File: src/rtl/pn_sched_if.sv
// pn_sched_if -- signal bundle for the pn_sched job scheduler.
//   req_*   : two requesters streaming tokens into the scheduler (valid/ready)
//   pn_*    : token stream to, and result stream from, the shared PN evaluator
//   resp_*  : response beats back to the requesters (no backpressure)
//   busy    : scheduler is not idle
// The slave modport is the scheduler's view; master is the environment's view.
interface pn_sched_if;
  logic [1:0]         req_valid;
  logic [1:0]         req_last;
  logic [3:0]         req_mode;
  logic [1:0]         req_operator;
  logic [5:0]         req_in;
  logic [1:0]         req_ready;
  logic               pn_in_valid;
  logic [1:0]         pn_mode;
  logic               pn_operator;
  logic [2:0]         pn_in;
  logic               pn_out_valid;
  logic signed [31:0] pn_out;
  logic               resp_valid;
  logic               resp_id;
  logic signed [31:0] resp_data;
  logic               resp_last;
  logic               resp_err;
  logic               busy;

  modport slave (
    input  req_valid, req_last, req_mode, req_operator, req_in,
    input  pn_out_valid, pn_out,
    output req_ready,
    output pn_in_valid, pn_mode, pn_operator, pn_in,
    output resp_valid, resp_id, resp_data, resp_last, resp_err,
    output busy
  );

  modport master (
    output req_valid, req_last, req_mode, req_operator, req_in,
    output pn_out_valid, pn_out,
    input  req_ready,
    input  pn_in_valid, pn_mode, pn_operator, pn_in,
    input  resp_valid, resp_id, resp_data, resp_last, resp_err,
    input  busy
  );
endinterface

File: src/rtl/pn_sched.sv
// pn_sched -- arbitrates two requesters onto one shared PN evaluator.
// A granted requester streams a job (up to MAX_TOK tokens) into a local
// buffer; the job is then replayed to the evaluator as a contiguous burst,
// and the evaluator's result beats are forwarded back one cycle later.
// Short (<3 tokens), overflowing (>MAX_TOK) or unanswered (TIMEOUT) jobs
// receive a single error beat instead.
// Ports:
//   clk  : clock, rising edge
//   rst  : synchronous reset, active high
//   bus  : pn_sched_if.slave (requester, evaluator and response signals)
module pn_sched #(
  parameter int unsigned MAX_TOK = 12,
  parameter int unsigned TIMEOUT = 255
) (
  input  logic     clk,
  input  logic     rst,
  pn_sched_if.slave bus
);

  localparam int unsigned NW = $clog2(MAX_TOK + 1);
  localparam int unsigned IW = $clog2(MAX_TOK);
  localparam int unsigned TW = $clog2(TIMEOUT + 1);
  localparam logic [NW-1:0] MAX_N   = NW'(MAX_TOK);
  localparam logic [TW-1:0] T_LAST  = TW'(TIMEOUT - 1);

  typedef enum logic [2:0] {
    IDLE,
    LOAD,
    ISSUE,
    WAIT,
    RESP,
    ERR
  } state_t;

  state_t        state;
  logic          g;
  logic          ptr;
  logic [1:0]    mode_q;
  logic [NW-1:0] n;
  logic [NW-1:0] idx;
  logic          ovf;
  logic [TW-1:0] wcnt;
  logic          resp_last_q;
  logic [3:0]    tok_buf [MAX_TOK];

  // Selected requester's lanes
  logic          acc_valid;
  logic          acc_last;
  logic          acc_op;
  logic [1:0]    acc_mode;
  logic [2:0]    acc_tok;
  logic          grant;
  logic          ovf_now;

  assign acc_valid = g ? bus.req_valid[1]    : bus.req_valid[0];
  assign acc_last  = g ? bus.req_last[1]     : bus.req_last[0];
  assign acc_op    = g ? bus.req_operator[1] : bus.req_operator[0];
  assign acc_mode  = g ? bus.req_mode[3:2]   : bus.req_mode[1:0];
  assign acc_tok   = g ? bus.req_in[5:3]     : bus.req_in[2:0];

  // Contention goes to the round-robin pointer, otherwise to whoever asks.
  assign grant   = (bus.req_valid == 2'b11) ? ptr : bus.req_valid[1];
  assign ovf_now = ovf | (n == MAX_N);

  assign bus.busy = (state != IDLE);

  // resp_last depends on whether the evaluator is still streaming in the
  // same cycle the forwarded beat is presented, so it cannot be registered.
  assign bus.resp_last = resp_last_q | ((state == RESP) & ~bus.pn_out_valid);

  // Token storage is not reset; its contents only matter once loaded.
  always_ff @(posedge clk) begin
    if (state == LOAD && acc_valid && n != MAX_N) begin
      tok_buf[n[IW-1:0]] <= {acc_op, acc_tok};
    end
  end

  always_ff @(posedge clk) begin
    if (rst) begin
      state           <= IDLE;
      g               <= 1'b0;
      ptr             <= 1'b0;
      mode_q          <= '0;
      n               <= '0;
      idx             <= '0;
      ovf             <= 1'b0;
      wcnt            <= '0;
      resp_last_q     <= 1'b0;
      bus.req_ready   <= '0;
      bus.pn_in_valid <= 1'b0;
      bus.pn_mode     <= '0;
      bus.pn_operator <= 1'b0;
      bus.pn_in       <= '0;
      bus.resp_valid  <= 1'b0;
      bus.resp_id     <= 1'b0;
      bus.resp_data   <= '0;
      bus.resp_err    <= 1'b0;
    end else begin
      bus.pn_in_valid <= 1'b0;
      bus.pn_mode     <= '0;
      bus.pn_operator <= 1'b0;
      bus.pn_in       <= '0;
      bus.resp_valid  <= 1'b0;
      bus.resp_id     <= 1'b0;
      bus.resp_data   <= '0;
      bus.resp_err    <= 1'b0;
      resp_last_q     <= 1'b0;

      case (state)
        IDLE: begin
          if (|bus.req_valid) begin
            g             <= grant;
            bus.req_ready <= grant ? 2'b10 : 2'b01;
            n             <= '0;
            ovf           <= 1'b0;
            state         <= LOAD;
          end
        end

        LOAD: begin
          if (acc_valid) begin
            if (n == '0) begin
              mode_q <= acc_mode;
            end
            if (n != MAX_N) begin
              n <= n + 1'b1;
            end else begin
              ovf <= 1'b1;
            end
            if (acc_last) begin
              bus.req_ready <= '0;
              if (ovf_now || n < NW'(2)) begin
                state          <= ERR;
                bus.resp_valid <= 1'b1;
                bus.resp_err   <= 1'b1;
                bus.resp_id    <= g;
                resp_last_q    <= 1'b1;
                ptr            <= ~g;
              end else begin
                // Token 0 goes out on the entry edge so the burst lines up
                // exactly with the ISSUE state.
                state           <= ISSUE;
                bus.pn_in_valid <= 1'b1;
                bus.pn_mode     <= mode_q;
                bus.pn_operator <= tok_buf[0][3];
                bus.pn_in       <= tok_buf[0][2:0];
                idx             <= NW'(1);
              end
            end
          end
        end

        ISSUE: begin
          if (idx == n) begin
            state <= WAIT;
            wcnt  <= '0;
          end else begin
            bus.pn_in_valid <= 1'b1;
            bus.pn_mode     <= mode_q;
            bus.pn_operator <= tok_buf[idx[IW-1:0]][3];
            bus.pn_in       <= tok_buf[idx[IW-1:0]][2:0];
            idx             <= idx + 1'b1;
          end
        end

        // The error beat appears exactly TIMEOUT cycles after WAIT is entered.
        WAIT: begin
          if (bus.pn_out_valid) begin
            state          <= RESP;
            bus.resp_valid <= 1'b1;
            bus.resp_data  <= bus.pn_out;
            bus.resp_id    <= g;
          end else if (wcnt == T_LAST) begin
            state          <= ERR;
            bus.resp_valid <= 1'b1;
            bus.resp_err   <= 1'b1;
            bus.resp_id    <= g;
            resp_last_q    <= 1'b1;
            ptr            <= ~g;
          end else begin
            wcnt <= wcnt + 1'b1;
          end
        end

        RESP: begin
          if (bus.pn_out_valid) begin
            bus.resp_valid <= 1'b1;
            bus.resp_data  <= bus.pn_out;
            bus.resp_id    <= g;
          end else begin
            state <= IDLE;
            ptr   <= ~g;
          end
        end

        ERR: begin
          state <= IDLE;
        end

        default: begin
          state <= IDLE;
        end
      endcase
    end
  end

endmodule

File: src/flat_wrapper.sv
// flat-port wrapper written by rule: the top's interface ports become plain ports
module pn_sched_flat 
#(
  parameter int unsigned MAX_TOK = 12,
  parameter int unsigned TIMEOUT = 255
)
  (clk, rst, bus_req_valid, bus_req_last, bus_req_mode, bus_req_operator, bus_req_in, bus_pn_out_valid, bus_pn_out, bus_req_ready, bus_pn_in_valid, bus_pn_mode, bus_pn_operator, bus_pn_in, bus_resp_valid, bus_resp_id, bus_resp_data, bus_resp_last, bus_resp_err, bus_busy);
  pn_sched_if bus_i ();
  input  logic clk;
  input  logic rst;
  input wire logic [$bits(bus_i.req_valid)-1:0] bus_req_valid;
  input wire logic [$bits(bus_i.req_last)-1:0] bus_req_last;
  input wire logic [$bits(bus_i.req_mode)-1:0] bus_req_mode;
  input wire logic [$bits(bus_i.req_operator)-1:0] bus_req_operator;
  input wire logic [$bits(bus_i.req_in)-1:0] bus_req_in;
  input wire logic [$bits(bus_i.pn_out_valid)-1:0] bus_pn_out_valid;
  input wire logic [$bits(bus_i.pn_out)-1:0] bus_pn_out;
  output wire logic [$bits(bus_i.req_ready)-1:0] bus_req_ready;
  output wire logic [$bits(bus_i.pn_in_valid)-1:0] bus_pn_in_valid;
  output wire logic [$bits(bus_i.pn_mode)-1:0] bus_pn_mode;
  output wire logic [$bits(bus_i.pn_operator)-1:0] bus_pn_operator;
  output wire logic [$bits(bus_i.pn_in)-1:0] bus_pn_in;
  output wire logic [$bits(bus_i.resp_valid)-1:0] bus_resp_valid;
  output wire logic [$bits(bus_i.resp_id)-1:0] bus_resp_id;
  output wire logic [$bits(bus_i.resp_data)-1:0] bus_resp_data;
  output wire logic [$bits(bus_i.resp_last)-1:0] bus_resp_last;
  output wire logic [$bits(bus_i.resp_err)-1:0] bus_resp_err;
  output wire logic [$bits(bus_i.busy)-1:0] bus_busy;
  assign bus_i.req_valid = bus_req_valid;
  assign bus_i.req_last = bus_req_last;
  assign bus_i.req_mode = bus_req_mode;
  assign bus_i.req_operator = bus_req_operator;
  assign bus_i.req_in = bus_req_in;
  assign bus_i.pn_out_valid = bus_pn_out_valid;
  assign bus_i.pn_out = bus_pn_out;
  assign bus_req_ready = bus_i.req_ready;
  assign bus_pn_in_valid = bus_i.pn_in_valid;
  assign bus_pn_mode = bus_i.pn_mode;
  assign bus_pn_operator = bus_i.pn_operator;
  assign bus_pn_in = bus_i.pn_in;
  assign bus_resp_valid = bus_i.resp_valid;
  assign bus_resp_id = bus_i.resp_id;
  assign bus_resp_data = bus_i.resp_data;
  assign bus_resp_last = bus_i.resp_last;
  assign bus_resp_err = bus_i.resp_err;
  assign bus_busy = bus_i.busy;
  pn_sched #(.MAX_TOK(MAX_TOK), .TIMEOUT(TIMEOUT)) u_core (.clk(clk), .rst(rst), .bus(bus_i));
endmodule
File: config.mk
export PLATFORM = sky130hd
export DESIGN_NAME = pn_sched_flat
export DESIGN_NICKNAME = d
export VERILOG_FILES = /design/src/rtl/pn_sched_if.sv /design/src/rtl/pn_sched.sv /design/src/flat_wrapper.sv
export SDC_FILE = /design/constraint.sdc
export NUM_CORES = 1
export LEC_CHECK = 0
export CORE_UTILIZATION = 43
export DETAILED_ROUTE_END_ITERATION = 12
export GPL_ROUTABILITY_DRIVEN = 0
export PLACE_DENSITY = 0.8
export SYNTH_ARGS = -nofsm -noshare
export SYNTH_HDL_FRONTEND = slang
export SYNTH_SLANG_ARGS = --single-unit
File: constraint.sdc
create_clock -name clk -period 2.3 [get_ports clk]
set_clock_uncertainty 0.2 [all_clocks]
set_input_delay 0.46 -clock clk [delete_from_list [all_inputs] [get_ports clk]]
set_output_delay 0.46 -clock clk [all_outputs]
set_load 0.02 [all_outputs]
==> summary.md, run 1 <==
| Metric | Value |
|---|---|
| Synth Area per Inst | `12.3 µm²` |
| Die Height | `108 µm` |
| Io pins | `97` |
| Yosys top cell area share | `30.1%` |
| Share of flip-flops with an asynchronous set or reset | `0%` |
| Post-Layout Inst Area | `6710 µm²` |
| CTS tree | `yes` |
| CP Launch Point | `u_core.state[1]` |
| Global-route wire length before repair | `18000 µm` |
| Drc violations | `0` |
| Worst Path Required | `2.32 ns` |
| 1st-iter DRT viols | `143` |
| CTS max path bufs | `2` |
| Die Area | `11600 µm²` |
| Detailed Routing Iterations Pass 1 | `4` |
| Main synth FF type | `dfxtp_1` |
| Wire per inst | `16.4 µm` |
| HP Start | `u_core.mode_q[0]` |
| GRT Total Usage | `21.1%` |
| Critical path endpoint category | `register` |
| Setup crit end | `u_core.tok_buf[10][1]` |
| Max-cap violation count | `0` |
| Mapped Cells | `388` |
| TritonCTS Sinks | `120` |
| FF-to-FF path depth | `5` |
| Length of routed met2 wiring | `5400 µm` |
| DR top layer | `met4` |
| Final wirelength | `11100 µm` |
| Cell row count | `38` |
| Final period utilization | `98.0%` |
| Ranking of synthesized cells by area | `dfxtp_1, edfxtp_1, and2_1` |
| Worst skew pair latency | `0.52 ns` |
| Synth Warn # | `0` |
| Slew margin rel. | `63.2%` |
| Post-DP Area | `6160 µm²` |
| Synth Register Bits | `120` |
| CTS buffer count | `17` |
| Cell taking the most area after synthesis | `dfxtp_1` |
| Layout cells sized above 1 | `19.1%` |
| Via density | `5.19` |
| Cell Chain, Critical Path | `or3b_1 > or2_2 > nor3b_1 > buf_4 > and2_1` |
| Vias in the first global route | `3678` |
| Initial antenna violation count | `0` |
| Die Wd | `108 µm` |
| Initial Util | `44.1%` |
| Total gr overflow | `0` |
| Via count of the routed design | `3517` |
| Worst Setup Path Type | `reg2reg` |
| Slowest CP cell | `or3b_1` |
| Pwr dens | `752 nW/µm²` |
| Met3 wire length | `996 µm` |
| Worst Path Arrival | `2.27 ns` |
| Final count of negative-setup-slack endpoints | `0` |
| Core region area | `10800 µm²` |
| WHS Path Cells | `1` |
| Number of port buffers | `96` |
| Hold buffer count at CTS | `0` |
| Met1 Routed Length | `4590 µm` |
| Tmin final | `2.25 ns` |
| Flop-to-flop setup slack | `0.05 ns` |
| Max Clock Freq | `444 MHz` |
| RR Endpoint | `u_core.tok_buf[10][1]` |
| Ant. Diodes | `0` |
| Post CTS Setup Buffer Count | `0` |
| Peak supply drop | `0.541 mV` |
| # H-tree levels | `4` |
| Worst Setup Start Kind | `register` |
| CTS Root Cell | `clkbuf_8` |
| Synthesized cell area | `4790 µm²` |
| Delay of the slowest critical-path stage | `0.44 ns` |
| Status | `finished clean` |
| Crit path max fanout | `4` |
| Total Power | `5040 µW` |
| Yosys cell types | `50` |
| EDFF count, synth | `48` |
| Hold crit path type | `reg2reg` |
| Largest net degree at the start of global routing | `33` |
| Worst-path clk slew | `0.06 ns` |
| Pleak | `0.00249 µW` |
| Synth-to-layout area growth | `40.2%` |
| Antenna viol nets, final | `0` |
| Syn nets | `446` |
| DP HPWL | `7820 µm` |
| Fin nets | `583` |
| Worst-Margin Slew | `0.547 ns` |
| Post-synthesis sequential area ratio | `60.2%` |
| Final Hold Vio Count | `0` |
| Max Slew Vio Count | `0` |
| Reg2reg start | `u_core.state[1]` |
==> layer usage <==
layer  up-vias  GRT usage [%]
met5         -              0
met4         0           6.95
met3        11           9.62
met2       140           35.0
met1      1694           24.1
li1       1672              -
==> metrics by stage <==
| stage | setup TNS, ns | utilization, % | std cells | hold slack, ns | setup WS (ns) |
|---|---|---|---|---|---|
| after floorplan | 0 | - | 388 | 0.231 | 0.123 |
| after global placement | -6.79 | 56.8 | 646 | 0.258 | -0.188 |
| after detailed placement | -9.71 | 56.8 | 646 | 0.264 | -0.268 |
| after CTS | -0.00547 | 61.7 | 678 | 0.273 | -0.00547 |
| after global routing | -0.0422 | 61.9 | 678 | 0.276 | -0.00894 |
| final | 0 | 61.9 | 678 | 0.283 | 0.0460 |
==> worst max-delay path: cells and delay by family (launching register included) <==
family        cells  cell delay [ns]
buf+inv           1             0.16
flops             1             0.36
simple gates      4             1.24
==> area by class of cell <==
cell class | count | area (µm²)
tap | 140 | 175
clock buffer | 18 | 418
timing repair buffer | 135 | 1270
sequential | 120 | 2880
inverter | 9 | 33.8
fill | 887 | 4130
multi-input combinational | 242 | 1840
clock inverter | 14 | 86.3
==> placed cells by master, fill, tap and decap left out, drive strengths merged, types with 7 or more instances in the layout <==
master	n
mux2i	8
mux4	12
ha	7
nand2	23
clkbuf	18
nor3	7
inv	9
dfxtp	72
edfxtp	48
and2	48
xor2	7
o21ai	13
buf	41
clkdlybuf4s50	94
a21oi	20
clkinv	10
nor2	21
==> cell usage after synthesis (3+ instances only) <==
cell / instances
mux2_2: 5
nand2b_1: 4
or3_1: 6
nand4_1: 6
dfxtp_1: 72
nand2_1: 23
mux4_2: 12
o211ai_1: 4
nand3b_1: 3
nor3_1: 7
a21oi_1: 20
mux2i_1: 8
edfxtp_1: 48
xor2_1: 6
buf_2: 5
a211oi_1: 3
nor2_1: 21
clkbuf_1: 10
and2_1: 48
a22o_1: 4
nor3b_1: 3
inv_1: 9
o21ai_0: 12
nand3_1: 5
and3_1: 4
or4_1: 3
ha_1: 7
a31oi_1: 3
==> sequential cells by signal, indices dropped and copies added (netlist names), 3 cells and up, named ones only <==
register              cells
u_core.bus.pn_in          3
u_core.wcnt               8
u_core.n                  4
u_core.tok_buf           48
u_core.bus.resp_data     32
u_core.state              3
u_core.idx                4
==> repair_timing <==
item | in CTS | in global routing
setup endpoints to repair | 15 | 18
pin swaps | 0 | 1
gates resized for setup | 12 | 7
==> power breakdown <==
part	leakage [µW]	internal, µW	switching (µW)
clock network	0.000243	1300	932
logic	0.00123	261	255
registers	0.00101	2260	31.1
total	0.00249	3820	1220
==> logic make-up after synthesis <==
kind of cell | Yosys count | synth area share, %
AO/OA/AOI/OAI | 58 | 8.26
XOR/XNOR | 8 | 1.62
buffers and inverters | 26 | 2.48
AND/OR/NAND/NOR | 144 | 17.1
adder cells (fa/ha/maj) | 7 | 1.83
multiplexers | 25 | 8.50
flip-flops | 120 | 60.2
==> worst min-delay path by stage <==
stage	slack, ns	to
after floorplan	0.23	u_core.bus.pn_mode[0]
after CTS	0.27	u_core.bus.resp_data[13]
after detailed placement	0.26	u_core.bus.pn_mode[0]
after global placement	0.26	u_core.wcnt[5]
final	0.28	u_core.bus.pn_mode[0]
after global routing	0.28	u_core.bus.resp_data[16]
No activity file was read; power rests on OpenSTA's default activity.
==> run 2, diff against run 1 <==
Settings changed: CORE_MARGIN from default to 5.
==> summary.md, run 2 (synthesis gave the netlist of run 1 again) <==
| Metric | Value |
|---|---|
| Critical path endpoint category | `register` |
| Io pins | `97 (unchanged)` |
| Most common cell after layout, fill and taps aside | `clkdlybuf4s50_1` |
| Fill cell count | `814 (-8.2%)` |
| Cell row count | `38 (unchanged)` |
| Worst-Margin Slew | `0.535 ns (-0.0123 ns)` |
| Slowest CP cell | `or4_1` |
| Antenna viol nets, final | `0 (unchanged)` |
| Hold crit path type | `reg2reg` |
| Initial Util | `44.0% (-0.19 points)` |
| Flop-to-flop setup slack | `0.08 ns (+0.03 ns)` |
| # H-tree levels | `4 (unchanged)` |
| Crit path depth | `5 (unchanged)` |
| Post-Layout Inst Area | `6750 µm² (+0.65%)` |
| Worst Setup Start Kind | `register` |
| Post-Layout Cell Count | `677 (-0.15%)` |
| Worst Path Arrival | `2.47 ns (+0.20 ns)` |
| Post CTS Setup Buffer Count | `0 (unchanged)` |
| RSZ-0062 raised after global routing | `no` |
| Slew margin rel. | `64.3% (+1.2 points)` |
| Detailed Routing Iterations Pass 1 | `4 (unchanged)` |
| Die Area | `13300 µm² (+15%)` |
| Worst skew pair latency | `0.52 ns (about the same)` |
| Final wirelength | `11600 µm (+3.9%)` |
| Tmin final | `2.22 ns (-0.0308 ns)` |
| Cell Chain, Critical Path | `xor2_1 > o41ai_4 > inv_1 > or4_1 > a21oi_1` |
| FF-to-FF path depth | `5 (unchanged)` |
| GRT Total Usage | `18.3% (-2.9 points)` |
| Core region area | `10900 µm² (+0.44%)` |
| Number of port buffers | `96 (unchanged)` |
| RR Endpoint | `u_core.state[0]` |
| CP Launch Point | `u_core.idx[1]` |
| Via density | `5.14 (-0.96%)` |
| Placed cells | `645 (-0.15%)` |
| DP HPWL | `8240 µm (+5.4%)` |
| CTS Root Cell | `clkbuf_8` |
| Delay of the slowest critical-path stage | `0.55 ns (+0.11 ns)` |
| CP delay by family, top | `compound AO/OA/AOI/OAI gates` |
| Crit path max fanout | `4 (unchanged)` |
| Die Wd | `116 µm (+7.4%)` |
| Layout cells sized above 1 | `18.6% (-0.52 points)` |
| Peak supply drop | `0.892 mV (+65%)` |
| Max Clock Freq | `450 MHz (+1.4%)` |
| Post-DP Area | `6120 µm² (-0.59%)` |
| Final period utilization | `96.7% (-1.3 points)` |
| Final count of negative-setup-slack endpoints | `0 (unchanged)` |
| Final Hold Vio Count | `0 (unchanged)` |
| Largest register FFs | `48 (unchanged)` |
| Global-route wire length before repair | `18500 µm (+2.7%)` |
| Max-cap violation count | `0 (unchanged)` |
| Max Slew Vio Count | `0 (unchanged)` |
| Die Height | `116 µm (+7.4%)` |
| Initial antenna violation count | `0 (unchanged)` |
| Worst Setup Path Type | `reg2reg` |
| CTS max path bufs | `2 (unchanged)` |
| CTS tree | `yes` |
| Synth-to-layout area growth | `41.1%` |
| Fin nets | `582 (-0.17%)` |
| Ant. Diodes | `0 (unchanged)` |
| Worst-path clk slew | `0.06 ns (about the same)` |
| 1st-iter DRT viols | `184 (+29%)` |
| Reg2reg start | `u_core.idx[1]` |
| Drc violations | `0 (unchanged)` |
| Via count of the routed design | `3478 (-1.1%)` |
| Setup crit end | `u_core.state[0]` |
| Pwr dens | `812 nW/µm² (+8.1%)` |
| Wire per inst | `17.1 µm (+4.1%)` |
| Commonest cells after routing, fill and taps aside | `clkdlybuf4s50_1, dfxtp_1, and2_1, edfxtp_1, buf_4` |
| Worst Path Required | `2.55 ns (+0.23 ns)` |
| Total gr overflow | `0 (unchanged)` |
| Vias in the first global route | `3728 (+1.4%)` |
| Crit path buf inv count | `1 (unchanged)` |
| Largest net degree at the start of global routing | `33 (unchanged)` |
| Hold buffer count at CTS | `0 (unchanged)` |
| Pleak | `0.00252 µW (+1.1%)` |
| TritonCTS Sinks | `120 (unchanged)` |
| Status | `finished clean` |
| CTS buffer count | `17 (unchanged)` |
[run 2: cell count changes in the layout (fill, tap and decap cells not counted), moves of 2 or more]
cell        change
buf_12          -2
bufinv_16       +4
clkinv_1        +2
clkinv_2        -4
clkinv_4        -2
clkinvlp_4      -2
inv_6           +2
[run 2: timing repair]
item | 4_1_cts | 5_1_grt
hold endpoints to repair | 0 | 0
gates resized for setup | 8 | 8
setup endpoints to repair | 14 | 35
pin swaps | 0 | 2
[run 2: metrics by stage]
| stage | setup WS [ns] | hold slack [ns] | setup TNS (ns) | total power (µW) | utilization [%] |
|---|---|---|---|---|---|
| final | 0.0769 | 0.272 | 0 | 5480 | 62.0 |
| after CTS | -0.0222 | 0.271 | -0.0222 | 5510 | 61.8 |
| after global placement | -0.122 | 0.247 | -3.37 | 2810 | 56.2 |
| after detailed placement | -0.183 | 0.269 | -6.33 | 2820 | 56.2 |
| after floorplan | 0.123 | 0.231 | 0 | 2570 | - |
| after global routing | 0.00520 | 0.285 | 0 | 5660 | 62.0 |
[run 2: per-layer routing]
| layer | global-route usage (%) | vias up | wire length (µm) |
|---|---|---|---|
| met5 | 0 | - | 0 |
| met4 | 7.20 | 0 | 128 |
| met3 | 8.09 | 10 | 1070 |
| met2 | 30.2 | 121 | 5820 |
| met1 | 20.8 | 1666 | 4550 |
| li1 | - | 1681 | - |
[run 2: final cells by class]
class / count / area, µm² / area share, %
Clock buffer: 18 / 418 / 6.19
Clock inverter: 14 / 179 / 2.65
Inverter: 9 / 33.8 / 0.500
Multi-Input combinational cell: 242 / 1830 / 27.0
Sequential cell: 120 / 2880 / 42.7
Tap cell: 140 / 175 / 2.59
Timing Repair Buffer: 134 / 1240 / 18.3
[run 2: worst min path at each step]
stage                     startpoint                       end  slack (ns)  depth (start not counted)
finish                u_core.wcnt[5]            u_core.wcnt[5]        0.27                          2
global route          bus_pn_out[13]  u_core.bus.resp_data[13]        0.28                          2
CTS                   bus_pn_out[20]  u_core.bus.resp_data[20]        0.27                          2
detailed placement  u_core.mode_q[1]     u_core.bus.pn_mode[1]        0.27                          1
global placement    u_core.mode_q[1]     u_core.bus.pn_mode[1]        0.25                          1
floorplan           u_core.mode_q[0]     u_core.bus.pn_mode[0]        0.23                          1
[run 2: where the power goes]
part	internal (µW)	switching (µW)	total, µW
Sequential	2260	33.3	2300
Clock	1750	943	2690
Combinational	253	246	499
Total	4260	1220	5480
[run 2: worst reg2reg max path: cells and delay by family, from the launching register on]
| family | cells | cell delay [ns] |
|---|---|---|
| buffers and inverters | 1 | 0.15 |
| AO/OA/AOI/OAI | 2 | 0.69 |
| XOR/XNOR | 1 | 0.21 |
| flip-flops | 1 | 0.35 |
| AND/OR/NAND/NOR | 1 | 0.55 |
